<file path="src/rtl/memory_pkg.sv">
`default_nettype none
// ============================================================================
// Module      : memory_pkg
// Description : Shared defaults, port indices and grant-FSM encoding for the
//               two-port memory arbiter.
// Revision    : 1.0 - initial release
// ============================================================================
package memory_pkg;

    localparam int c_DEF_BITS         = 16;
    localparam int c_DEF_ADDRESS_BITS = 15;
    localparam int c_DEF_BURST_LEN    = 4;

    localparam logic c_PORT0 = 1'b0;
    localparam logic c_PORT1 = 1'b1;

    typedef enum logic [1:0] {
        ST_IDLE = 2'd0,
        ST_OWN0 = 2'd1,
        ST_OWN1 = 2'd2
    } arb_state_t;

    function automatic arb_state_t own_state(input logic port);
        return port ? ST_OWN1 : ST_OWN0;
    endfunction

endpackage
`default_nettype wire

</file>
<file path="src/rtl/memory_arbiter_if.sv">
`default_nettype none
// ============================================================================
// Module      : memory_arbiter_if
// Description : Request ports, read-return ports and memory-side bus of the
//               two-port memory arbiter.
// Revision    : 1.0 - initial release
// ============================================================================
interface memory_arbiter_if
    import memory_pkg::*;
#(
    parameter int BITS         = c_DEF_BITS,
    parameter int ADDRESS_BITS = c_DEF_ADDRESS_BITS
);
    logic                    REQ0_VALID;
    logic                    REQ0_WR;
    logic [ADDRESS_BITS-1:0] REQ0_ADDR;
    logic [BITS-1:0]         REQ0_WDATA;
    logic                    REQ0_READY;
    logic [BITS-1:0]         RD0_DATA;
    logic                    RD0_VALID;

    logic                    REQ1_VALID;
    logic                    REQ1_WR;
    logic [ADDRESS_BITS-1:0] REQ1_ADDR;
    logic [BITS-1:0]         REQ1_WDATA;
    logic                    REQ1_READY;
    logic [BITS-1:0]         RD1_DATA;
    logic                    RD1_VALID;

    logic [ADDRESS_BITS-1:0] MEM_ADDRESS;
    logic [BITS-1:0]         MEM_DATA_IN;
    logic                    MEM_WR;
    logic [BITS-1:0]         MEM_DATA_OUT;

    modport slave (
        input  REQ0_VALID, REQ0_WR, REQ0_ADDR, REQ0_WDATA,
        input  REQ1_VALID, REQ1_WR, REQ1_ADDR, REQ1_WDATA,
        input  MEM_DATA_OUT,
        output REQ0_READY, RD0_DATA, RD0_VALID,
        output REQ1_READY, RD1_DATA, RD1_VALID,
        output MEM_ADDRESS, MEM_DATA_IN, MEM_WR
    );

    modport master (
        output REQ0_VALID, REQ0_WR, REQ0_ADDR, REQ0_WDATA,
        output REQ1_VALID, REQ1_WR, REQ1_ADDR, REQ1_WDATA,
        output MEM_DATA_OUT,
        input  REQ0_READY, RD0_DATA, RD0_VALID,
        input  REQ1_READY, RD1_DATA, RD1_VALID,
        input  MEM_ADDRESS, MEM_DATA_IN, MEM_WR
    );

endinterface
`default_nettype wire

</file>
<file path="src/rtl/arb_grant.sv">
`default_nettype none
// ============================================================================
// Module      : arb_grant
// Description : Two-port grant FSM with burst counter. MEMORY_ARBITER_ROUND_ROBIN_EN
//               selects alternating tie-break with burst limit; otherwise port 0
//               has fixed priority.
// Revision    : 1.0 - initial release
// ============================================================================
module arb_grant
    import memory_pkg::*;
#(
    parameter int BURST_LEN = c_DEF_BURST_LEN
) (
    input  wire logic       clk,
    input  wire logic       rst,
    input  wire logic [1:0] i_valid,
    output logic      [1:0] o_ready
);

    localparam int                 c_CNT_W = $clog2(BURST_LEN + 1);
    localparam logic [c_CNT_W-1:0] c_BURST = c_CNT_W'(BURST_LEN);
    localparam logic [c_CNT_W-1:0] c_ONE   = c_CNT_W'(1);

    arb_state_t         r_state;
    arb_state_t         w_state_nxt;
    logic [c_CNT_W-1:0] r_cnt;
    logic [c_CNT_W-1:0] w_cnt_nxt;
    logic               w_own;
    logic               w_oth;
    logic               w_pref;
    logic               w_yield;

`ifdef MEMORY_ARBITER_ROUND_ROBIN_EN
    logic               r_last;
`endif

    always_ff @(posedge clk) begin
        if (rst) begin
            r_state <= ST_IDLE;
            r_cnt   <= '0;
`ifdef MEMORY_ARBITER_ROUND_ROBIN_EN
            r_last  <= c_PORT1;   // port 0 wins the first tie after reset
`endif
        end else begin
            r_state <= w_state_nxt;
            r_cnt   <= w_cnt_nxt;
`ifdef MEMORY_ARBITER_ROUND_ROBIN_EN
            if (o_ready != 2'b00) begin
                r_last <= o_ready[1];
            end
`endif
        end
    end

    always_comb begin
        o_ready     = 2'b00;
        w_state_nxt = r_state;
        w_cnt_nxt   = r_cnt;
        w_own       = (r_state == ST_OWN1);
        w_oth       = ~w_own;
`ifdef MEMORY_ARBITER_ROUND_ROBIN_EN
        w_pref      = ~r_last;
        w_yield     = (r_cnt >= c_BURST) && i_valid[w_oth];
`else
        w_pref      = c_PORT0;
        // port 0 preempts an ongoing port-1 ownership immediately
        w_yield     = w_own && i_valid[c_PORT0];
`endif

        case (r_state)
            ST_IDLE: begin
                if (i_valid[w_pref]) begin
                    o_ready[w_pref] = 1'b1;
                    w_state_nxt     = own_state(w_pref);
                    w_cnt_nxt       = c_ONE;
                end else if (i_valid[~w_pref]) begin
                    o_ready[~w_pref] = 1'b1;
                    w_state_nxt      = own_state(~w_pref);
                    w_cnt_nxt        = c_ONE;
                end
            end
            ST_OWN0, ST_OWN1: begin
                if (i_valid[w_own] && !w_yield) begin
                    o_ready[w_own] = 1'b1;
                    w_cnt_nxt      = (r_cnt >= c_BURST) ? r_cnt : r_cnt + 1'b1;
                end else if (i_valid[w_oth]) begin
                    o_ready[w_oth] = 1'b1;
                    w_state_nxt    = own_state(w_oth);
                    w_cnt_nxt      = c_ONE;
                end else begin
                    w_state_nxt    = ST_IDLE;
                    w_cnt_nxt      = '0;
                end
            end
            default: begin
                w_state_nxt = ST_IDLE;
                w_cnt_nxt   = '0;
            end
        endcase

        if (rst) begin
            o_ready = 2'b00;
        end
    end

endmodule
`default_nettype wire

</file>
<file path="src/rtl/memory_arbiter.sv">
`default_nettype none
// ============================================================================
// Module      : memory_arbiter
// Description : Two-port single-memory arbiter: request mux and 2-cycle read
//               return. Macro MEMORY_ARBITER_ROUND_ROBIN_EN enables round-robin.
// Revision    : 1.0 - initial release
// ============================================================================
module memory_arbiter
    import memory_pkg::*;
#(
    parameter int BITS         = c_DEF_BITS,
    parameter int ADDRESS_BITS = c_DEF_ADDRESS_BITS,
    parameter int BURST_LEN    = c_DEF_BURST_LEN
) (
    input  wire logic       CLK,
    input  wire logic       RST,
    memory_arbiter_if.slave bus
);

    logic [1:0]              w_valid;
    logic [1:0]              w_ready;
    logic [1:0]              w_xfer;
    logic [ADDRESS_BITS-1:0] w_mem_addr;
    logic [BITS-1:0]         w_mem_din;
    logic                    w_mem_wr;

    logic                    r_pend_vld;
    logic                    r_pend_port;
    logic [1:0]              r_rd_vld;
    logic [BITS-1:0]         r_rd_data0;
    logic [BITS-1:0]         r_rd_data1;

    assign w_valid = {bus.REQ1_VALID, bus.REQ0_VALID};
    assign w_xfer  = w_valid & w_ready;

    arb_grant #(
        .BURST_LEN (BURST_LEN)
    ) u_grant (
        .clk     (CLK),
        .rst     (RST),
        .i_valid (w_valid),
        .o_ready (w_ready)
    );

    assign bus.REQ0_READY = w_ready[c_PORT0];
    assign bus.REQ1_READY = w_ready[c_PORT1];

    always_comb begin
        w_mem_addr = '0;
        w_mem_din  = '0;
        w_mem_wr   = 1'b0;
        if (w_xfer[c_PORT0]) begin
            w_mem_addr = bus.REQ0_ADDR;
            w_mem_din  = bus.REQ0_WDATA;
            w_mem_wr   = bus.REQ0_WR;
        end else if (w_xfer[c_PORT1]) begin
            w_mem_addr = bus.REQ1_ADDR;
            w_mem_din  = bus.REQ1_WDATA;
            w_mem_wr   = bus.REQ1_WR;
        end
    end

    assign bus.MEM_ADDRESS = w_mem_addr;
    assign bus.MEM_DATA_IN = w_mem_din;
    assign bus.MEM_WR      = w_mem_wr;

    // Stage 1 tags the read issued this cycle; stage 2 captures the memory's
    // registered output one cycle later and raises the port's valid pulse.
    always_ff @(posedge CLK) begin
        if (RST) begin
            r_pend_vld  <= 1'b0;
            r_pend_port <= 1'b0;
            r_rd_vld    <= 2'b00;
            r_rd_data0  <= '0;
            r_rd_data1  <= '0;
        end else begin
            r_pend_vld  <= (|w_xfer) && !w_mem_wr;
            r_pend_port <= w_xfer[c_PORT1];
            r_rd_vld    <= 2'b00;
            if (r_pend_vld) begin
                r_rd_vld[r_pend_port] <= 1'b1;
                if (r_pend_port) begin
                    r_rd_data1 <= bus.MEM_DATA_OUT;
                end else begin
                    r_rd_data0 <= bus.MEM_DATA_OUT;
                end
            end
        end
    end

    assign bus.RD0_VALID = r_rd_vld[c_PORT0];
    assign bus.RD1_VALID = r_rd_vld[c_PORT1];
    assign bus.RD0_DATA  = r_rd_data0;
    assign bus.RD1_DATA  = r_rd_data1;

endmodule
`default_nettype wire

</file>
<file path="src/flat_wrapper.sv">
// flat-port wrapper written by rule: the top's interface ports become plain ports
module memory_arbiter_flat import memory_pkg::*;
#(
    parameter int BITS         = c_DEF_BITS,
    parameter int ADDRESS_BITS = c_DEF_ADDRESS_BITS,
    parameter int BURST_LEN    = c_DEF_BURST_LEN
)
  (CLK, RST, bus_REQ0_VALID, bus_REQ0_WR, bus_REQ0_ADDR, bus_REQ0_WDATA, bus_REQ1_VALID, bus_REQ1_WR, bus_REQ1_ADDR, bus_REQ1_WDATA, bus_MEM_DATA_OUT, bus_REQ0_READY, bus_RD0_DATA, bus_RD0_VALID, bus_REQ1_READY, bus_RD1_DATA, bus_RD1_VALID, bus_MEM_ADDRESS, bus_MEM_DATA_IN, bus_MEM_WR);
  memory_arbiter_if #(.BITS(BITS), .ADDRESS_BITS(ADDRESS_BITS)) bus_i ();
  input  wire logic CLK;
  input  wire logic RST;
  input wire logic [$bits(bus_i.REQ0_VALID)-1:0] bus_REQ0_VALID;
  input wire logic [$bits(bus_i.REQ0_WR)-1:0] bus_REQ0_WR;
  input wire logic [$bits(bus_i.REQ0_ADDR)-1:0] bus_REQ0_ADDR;
  input wire logic [$bits(bus_i.REQ0_WDATA)-1:0] bus_REQ0_WDATA;
  input wire logic [$bits(bus_i.REQ1_VALID)-1:0] bus_REQ1_VALID;
  input wire logic [$bits(bus_i.REQ1_WR)-1:0] bus_REQ1_WR;
  input wire logic [$bits(bus_i.REQ1_ADDR)-1:0] bus_REQ1_ADDR;
  input wire logic [$bits(bus_i.REQ1_WDATA)-1:0] bus_REQ1_WDATA;
  input wire logic [$bits(bus_i.MEM_DATA_OUT)-1:0] bus_MEM_DATA_OUT;
  output wire logic [$bits(bus_i.REQ0_READY)-1:0] bus_REQ0_READY;
  output wire logic [$bits(bus_i.RD0_DATA)-1:0] bus_RD0_DATA;
  output wire logic [$bits(bus_i.RD0_VALID)-1:0] bus_RD0_VALID;
  output wire logic [$bits(bus_i.REQ1_READY)-1:0] bus_REQ1_READY;
  output wire logic [$bits(bus_i.RD1_DATA)-1:0] bus_RD1_DATA;
  output wire logic [$bits(bus_i.RD1_VALID)-1:0] bus_RD1_VALID;
  output wire logic [$bits(bus_i.MEM_ADDRESS)-1:0] bus_MEM_ADDRESS;
  output wire logic [$bits(bus_i.MEM_DATA_IN)-1:0] bus_MEM_DATA_IN;
  output wire logic [$bits(bus_i.MEM_WR)-1:0] bus_MEM_WR;
  assign bus_i.REQ0_VALID = bus_REQ0_VALID;
  assign bus_i.REQ0_WR = bus_REQ0_WR;
  assign bus_i.REQ0_ADDR = bus_REQ0_ADDR;
  assign bus_i.REQ0_WDATA = bus_REQ0_WDATA;
  assign bus_i.REQ1_VALID = bus_REQ1_VALID;
  assign bus_i.REQ1_WR = bus_REQ1_WR;
  assign bus_i.REQ1_ADDR = bus_REQ1_ADDR;
  assign bus_i.REQ1_WDATA = bus_REQ1_WDATA;
  assign bus_i.MEM_DATA_OUT = bus_MEM_DATA_OUT;
  assign bus_REQ0_READY = bus_i.REQ0_READY;
  assign bus_RD0_DATA = bus_i.RD0_DATA;
  assign bus_RD0_VALID = bus_i.RD0_VALID;
  assign bus_REQ1_READY = bus_i.REQ1_READY;
  assign bus_RD1_DATA = bus_i.RD1_DATA;
  assign bus_RD1_VALID = bus_i.RD1_VALID;
  assign bus_MEM_ADDRESS = bus_i.MEM_ADDRESS;
  assign bus_MEM_DATA_IN = bus_i.MEM_DATA_IN;
  assign bus_MEM_WR = bus_i.MEM_WR;
  memory_arbiter #(.BITS(BITS), .ADDRESS_BITS(ADDRESS_BITS), .BURST_LEN(BURST_LEN)) u_core (.CLK(CLK), .RST(RST), .bus(bus_i));
endmodule
</file>
<file path="config.mk">
export PLATFORM = sky130hd
export DESIGN_NAME = memory_arbiter_flat
export DESIGN_NICKNAME = d
export VERILOG_FILES = /design/src/rtl/memory_pkg.sv /design/src/rtl/memory_arbiter_if.sv /design/src/rtl/arb_grant.sv /design/src/rtl/memory_arbiter.sv /design/src/flat_wrapper.sv
export SDC_FILE = /design/constraint.sdc
export NUM_CORES = 1
export LEC_CHECK = 0
export CAP_MARGIN = 10
export CORE_ASPECT_RATIO = 1.5
export CORE_MARGIN = 5
export CORE_UTILIZATION = 35
export CTS_BUF_LIST = sky130_fd_sc_hd__clkbuf_8
export CTS_CLUSTER_DIAMETER = 50
export DETAILED_ROUTE_END_ITERATION = 8
export DONT_BUFFER_PORTS = 1
export MAX_ROUTING_LAYER = met4
export SETUP_SLACK_MARGIN = 0.2
export SYNTH_ARGS = -nofsm -noshare
export SYNTH_HDL_FRONTEND = slang
export SYNTH_SLANG_ARGS = --single-unit
</file>
<file path="constraint.sdc">
create_clock -name CLK -period 1.9 [get_ports CLK]
set_input_delay 0.475 -clock CLK [delete_from_list [all_inputs] [get_ports CLK]]
set_output_delay 0.475 -clock CLK [all_outputs]
set_load 0.01 [all_outputs]
</file>
==> results of run 1 <==
-- critical path, delay by kind of cell, from the launching register on --
| kind | cells | cell delay, ns |
|---|---|---|
| AOI/OAI and AO/OA | 2 | 0.48 |
| xor gates and xnor gates | 1 | 0.13 |
| adders and majority gates | 1 | 0.22 |
| buffers and inverters | 2 | 0.22 |
| DFF | 1 | 0.35 |
-- stage by stage --
step,setup slack (ns),TNS [ns],utilization,hold WS (ns)
final,-0.272,-8.86,0.401,0.261
after global routing,-0.367,-12.02,0.401,0.237
after CTS,-0.297,-9.67,0.393,0.246
after detailed placement,-0.0349,-0.378,0.367,0.490
after global placement,0.0293,0,0.367,0.485
after floorplan,-0.00484,-0.00484,-,0.470
-- layout make-up --
class,count,area (sq um),share of cell area
multi-input combinational,165,1080,0.491
sequential,38,763,0.347
timing repair buffer,12,145,0.0660
tap,70,87.6,0.0398
clock buffer,5,68.8,0.0313
clock inverter,3,40.0,0.0182
inverter,4,15.0,0.00683
-- kinds of logic (layout without fill, tap and decap cells) --
logic type,after synthesis,in the layout
fa+ha+maj,4,4
simple gates,83,83
xor+xnor,1,1
buf+inv,26,24
flops,38,38
mux,2,2
compound gates,75,75
-- worst paths after layout --
path	slack [ns]	depth (start not counted)	from	to
worst min-delay path	0.26	1	RST	u_core.bus.RD0_DATA[1]$_SDFFE_PP0P_
worst min register to register	0.50	2	u_core.bus.RD0_DATA[14]$_SDFFE_PP0P_	u_core.bus.RD0_DATA[14]$_SDFFE_PP0P_
worst max-delay path	-0.27	6	u_core.u_grant.r_state[0]$_SDFFE_PP0P_	bus_MEM_ADDRESS[10]
worst max register to register	0.38	6	u_core.u_grant.r_state[0]$_SDFFE_PP0P_	u_core.r_pend_vld$_SDFF_PP0_
-- registers in the layout (all words and copies together), names as in the netlist --
name and count:
u_core.bus.RD0_DATA 16, u_core.bus.RD1_DATA 16, u_core.r_pend_port 1, u_core.r_pend_vld 1, u_core.r_rd_vld 2, u_core.u_grant.r_state 2
-- Yosys cell counts (2+ instances only) --
| cell | count |
|---|---|
| o21a_1 | 2 |
| nand2b_1 | 4 |
| nor2_1 | 3 |
| inv_1 | 4 |
| buf_6 | 4 |
| buf_12 | 3 |
| dfxtp_1 | 38 |
| ha_1 | 4 |
| nand3b_1 | 2 |
| a21oi_1 | 34 |
| clkbuf_1 | 8 |
| nand2_1 | 66 |
| a32o_1 | 33 |
| mux2i_1 | 2 |
| a21o_1 | 2 |
| o21ai_0 | 2 |
| buf_2 | 5 |
-- power breakdown --
part           internal (mW)  leakage [nW]  switching (mW)
clock network          0.386        0.0579           0.281
registers              0.863         0.309          0.0678
logic                  0.439         0.529           0.521
-- timing repair --
| item | CTS | global route |
|---|---|---|
| gates cloned | 0 | 1 |
| gates resized for setup | 22 | 2 |
| buffers inserted | 0 | 2 |
| pin swaps | 0 | 1 |
| endpoints found under the setup margin | 34 | 34 |
-- layer usage --
layer	track usage	share of wire
met5	-	0
met4	0.0564	0.014
met3	0.0384	0.11
met2	0.252	0.53
met1	0.132	0.35
==> results.toml, run 1 <==
[status]
status = "complete, but fails checks"
failed_checks = "negative setup slack"

[final_layout]
layout_commonest_cell = "nand2_1"
drive_gt1_frac = 0.278
layout_common_cells = "nand2_1 (66), dfxtp_1 (36), a21oi_1 (33), a32o_2 (32), buf_4 (8)"
layout.nets = 314
layout.filler_cells = 560
layout-area-overhead-vs-synth_pct = 10.7
num_antenna_cells = 0
final_cells = 297
final_cell_area_sq_um = 2200

[min_path]
hp-class = "input pin to flip-flop"

[cts]
root_buffer_cell = "clkbuf_8"
h-tree-depth = 2
post_cts_hold_buffer_count = 0
tritoncts_clock_tree = "done"
insertion_delay_ns = 0.28
cts.sinks = 38
cts-root-to-sink-buffers = 2
clk_pin_slew_worst_setup_hold_paths_ns = 0.08
cts_inserted_buffers = 5

[critical_path]
criticalPathCategory = "flip-flop to output port"
cell_with_the_largest_stage_delay_on_the_worst_path = "dfxtp_2"
critPathRequiredTime_ns = 1.42
cp_max_fo = 33
critical_path.endpoint_type = "output port"
timing.critical_path.slowest_cell_delay_ns = 0.35
setup.worst_path.start_class = "flip-flop"
cp.arrival_ns = 1.70
cp_cell_sequence = "inv_2 -> ha_1 -> xnor2_1 -> a21o_1 -> buf_12 -> a32o_2"

[sta]
unrepaired_setup_endpoints_after_global_routing = "yes"
slew_violations = 0
transition_time_of_the_tightest_slew_check_pin_ns = 0.676
max_freq_mhz = 460
fin_skew_ns = 0.00504
period_minus_slack_ns = 2.17
final_hold_viol_count = 0
setup_slack_ns = -0.272
finalSetupViolCount = 34
final_critical_path_share_of_the_clock_period = 1.14
max_slew_margin = 0.549

[synthesis]
synthDominantAreaCellType = "dfxtp_1"
postSynthCellCount = 229
postSynthNetCount = 317
synth_edf_count = 0
syn_area_sq_um = 1990
synth_largest_type_area_fraction = 0.383
ys_types = 30
synthArstFlopShare = 0
xor_xnor_cell_area_share_of_the_yosys_netlist = 0.00441
post_synth.cell_area_avg_sq_um = 8.68
synthesis.yosys.warnings = 0
synth_flop_cell = "dfxtp_1"
fraction_of_the_mapped_netlist_area_in_compound_gates = 0.280
post_synth_and_or_nand_nor_area_fraction = 0.189
synth_top_family_by_area = "compound AO/OA/AOI/OAI gates"
synth.mux.area_fraction = 0.0101
post_synth_adder_cell_area = 0.0252
ys_top_cells_by_area = "dfxtp_1 (38%), a32o_1 (17%), nand2_1 (12%), a21oi_1 (8.6%), buf_12 (3.0%)"
synth-seq-area-share = 0.383
ys_ff_latch = 38

[drt]
finalWirelength_mm = 5.38
vias = 1684
drt_pre_antenna_iters = 4
route.antenna.remaining_nets = 0
post_drt_wl_per_cell_um = 18.1
route.detailed.drc = 0
first_iter_violations = 85
via_density = 5.67

[power_and_ir_drop]
power_density_cells_nw_per_um2 = 1160
vdd_drop_max_uv = 462
power.static_leakage_nw = 0.896
total_power_mw = 2.56

[floorplanning]
die_w_um = 71.5
design.core.area_sq_um = 5490
initial_util = 0.362
chipHeight_um = 102
floorplan.io_pins = 152
die_area_sq_um = 7310
rows = 33

[grt]
global_route_wire_length_before_repair_mm = 7.69
grtUsageTotal = 0.137
grt_pass1_vias = 1611
antenna_found_initial = 0
largest_net_degree_at_the_start_of_global_routing = 41
grt_remaining_overflow = 0

[place]
place.detailed.hpwl_mm = 4.07
placed_cells = 286
weighted_congestion_reported_at_the_end_of_routability_driven_placement = 0.802
numPortBuffers = 0
placed_area_sq_um = 2010

[job]
max_cap_violations = 0
Power figures use the tool's default switching activity.
==> run 2: changes to the inputs <==
==> constraint.sdc (replaced) <==
create_clock -name CLK -period 1.9 [get_ports CLK]
set_input_delay 0.285 -clock CLK [delete_from_list [all_inputs] [get_ports CLK]]
set_output_delay 0.285 -clock CLK [all_outputs]
set_load 0.01 [all_outputs]
==> results.toml, run 2 (synthesis results as in run 1) <==
[floorplanning]
die_w_um = 71.5
die_area_sq_um = 7310
design.core.area_sq_um = 5490
chipHeight_um = 102
rows = 33
floorplan.io_pins = 152
initial_util = 0.362

[place]
weighted_congestion_reported_at_the_end_of_routability_driven_placement = 0.775
place.detailed.hpwl_mm = 4.18
numPortBuffers = 0
placed_area_sq_um = 1970

[power_and_ir_drop]
total_power_mw = 2.88
power.static_leakage_nw = 0.948
vdd_drop_max_uv = 570
power_density_cells_nw_per_um2 = 1230

[drt]
finalWirelength_mm = 5.98
drt_pre_antenna_iters = 4
via_density = 5.80
first_iter_violations = 61
vias = 1745
post_drt_wl_per_cell_um = 19.9
route.antenna.remaining_nets = 0
route.detailed.drc = 0

[sta]
transition_time_of_the_tightest_slew_check_pin_ns = 0.646
final_hold_viol_count = 0
unrepaired_setup_endpoints_after_global_routing = "yes"
final_critical_path_share_of_the_clock_period = 1.07
setup_slack_ns = -0.136
slew_violations = 0
finalSetupViolCount = 32
max_slew_margin = 0.569
period_minus_slack_ns = 2.04
max_freq_mhz = 491
timing.setup.tns_ns = -4.13
fin_skew_ns = 0.00581

[cts]
insertion_delay_ns = 0.28
clk_pin_slew_worst_setup_hold_paths_ns = 0.08
cts_inserted_buffers = 5
h-tree-depth = 2
root_buffer_cell = "clkbuf_8"
post_cts_hold_buffer_count = 0
tritoncts_clock_tree = "done"
cts-root-to-sink-buffers = 2
cts.sinks = 38

[final_layout]
layout_commonest_cell = "nand2_1"
num_antenna_cells = 0
final_cell_area_sq_um = 2350
layout_common_cells = "nand2_1 (66), dfxtp_1 (36), a32o_2 (32), a21oi_1 (32), buf_4 (7)"
layout.nets = 318
layout-area-overhead-vs-synth_pct = 18.4
sequential_cell_area_sq_um = 768
drive_gt1_frac = 0.303
layout.filler_cells = 553
finalCoreUtilization = 0.428
multi_input_logic_area_sq_um = 1100

[grt]
grt_pass1_vias = 1634
grt_remaining_overflow = 0
antenna_found_initial = 0
largest_net_degree_at_the_start_of_global_routing = 41
global_route_wire_length_before_repair_mm = 8.38
grtUsageTotal = 0.149

[job]
max_cap_violations = 0

[critical_path]
regToRegSetupSlack_ns = 0.37
setup.worst_path.start_class = "flip-flop"
worst_r2r_startpoint = "u_core.u_grant.r_state[1]$_SDFFE_PP0P_"
timing.reg2reg.worst_path_depth = 7
critPathRequiredTime_ns = 1.62
critical_path.endpoint_type = "output port"
worstReg2RegEnd = "u_core.u_grant.r_state[1]$_SDFFE_PP0P_"
cp.arrival_ns = 1.75
criticalPathCategory = "flip-flop to output port"
critPathLaunch = "u_core.u_grant.r_state[1]$_SDFFE_PP0P_"
worstSetupEndpoint = "bus_MEM_DATA_IN[2]"
cp_max_fo = 8

[min_path]
hp-class = "input pin to flip-flop"

[status]
status = "complete, but fails checks"
failed_checks = "negative setup slack"
run 2: worst min-delay path by stage:
stage / start / to / slack [ns] / cells after the start
after global placement: RST / u_core.bus.RD1_DATA[11]$_SDFFE_PP0P_ / 0.36 / 1
after global routing: RST / u_core.bus.RD1_DATA[11]$_SDFFE_PP0P_ / 0.05 / 1
after detailed placement: RST / u_core.bus.RD1_DATA[8]$_SDFFE_PP0P_ / 0.37 / 1
after CTS: RST / u_core.bus.RD1_DATA[9]$_SDFFE_PP0P_ / 0.06 / 1
final: RST / u_core.bus.RD0_DATA[10]$_SDFFE_PP0P_ / 0.07 / 1
after floorplan: bus_MEM_DATA_OUT[0] / u_core.bus.RD0_DATA[0]$_SDFFE_PP0P_ / 0.42 / 2
run 2: critical path, cell delays in order (launching register included):
cell and delay (ns):
dfxtp_4 0.38, ha_4 0.18, nor4b_4 0.28, o21a_2 0.20, buf_6 0.12, clkbuf_16 0.15
a32o_2 0.15
run 2: metal layers:
layer / part of all wire / GRT usage / up-vias
met5: 0 / - / -
met4: 0.013 / 0.0478 / 0
met3: 0.12 / 0.0561 / 6
met2: 0.53 / 0.269 / 120
met1: 0.34 / 0.145 / 789
li1: - / - / 830
run 2: final cells by class:
cell class	instances	area share
multi-input cells	165	0.467
flip-flops and latches	38	0.327
repair buffers	16	0.101
well taps	70	0.0372
clock buffers	6	0.0351
clock inverters	2	0.0255
inverters	4	0.00745
run 2: power by group:
| group | internal (mW) | switching, mW | total, mW |
|---|---|---|---|
| Combinational | 0.522 | 0.569 | 1.09 |
| Clock | 0.560 | 0.282 | 0.842 |
| Sequential | 0.868 | 0.0807 | 0.949 |
run 2: stage by stage:
stage	setup WS [ns]	cells	hold slack, ns
floorplan	0.184	229	0.421
global placement	0.139	282	0.364
detailed placement	0.102	282	0.366
CTS	-0.137	295	0.0574
global route	-0.196	301	0.0546
finish	-0.136	301	0.0729
run 2: timing repair:
action,CTS,global route
hold endpoints to repair,0,0
endpoints found under the setup margin,34,34
setup buffers,4,3
gates cloned,1,3
pin swaps,4,7
gates resized for setup,42,2
==> run 3: changes to the inputs <==
SLEW_MARGIN = 20   (was not set)
==> results of run 3 <==
No change in the layout: final DEF, timing and power equal those of run 2.
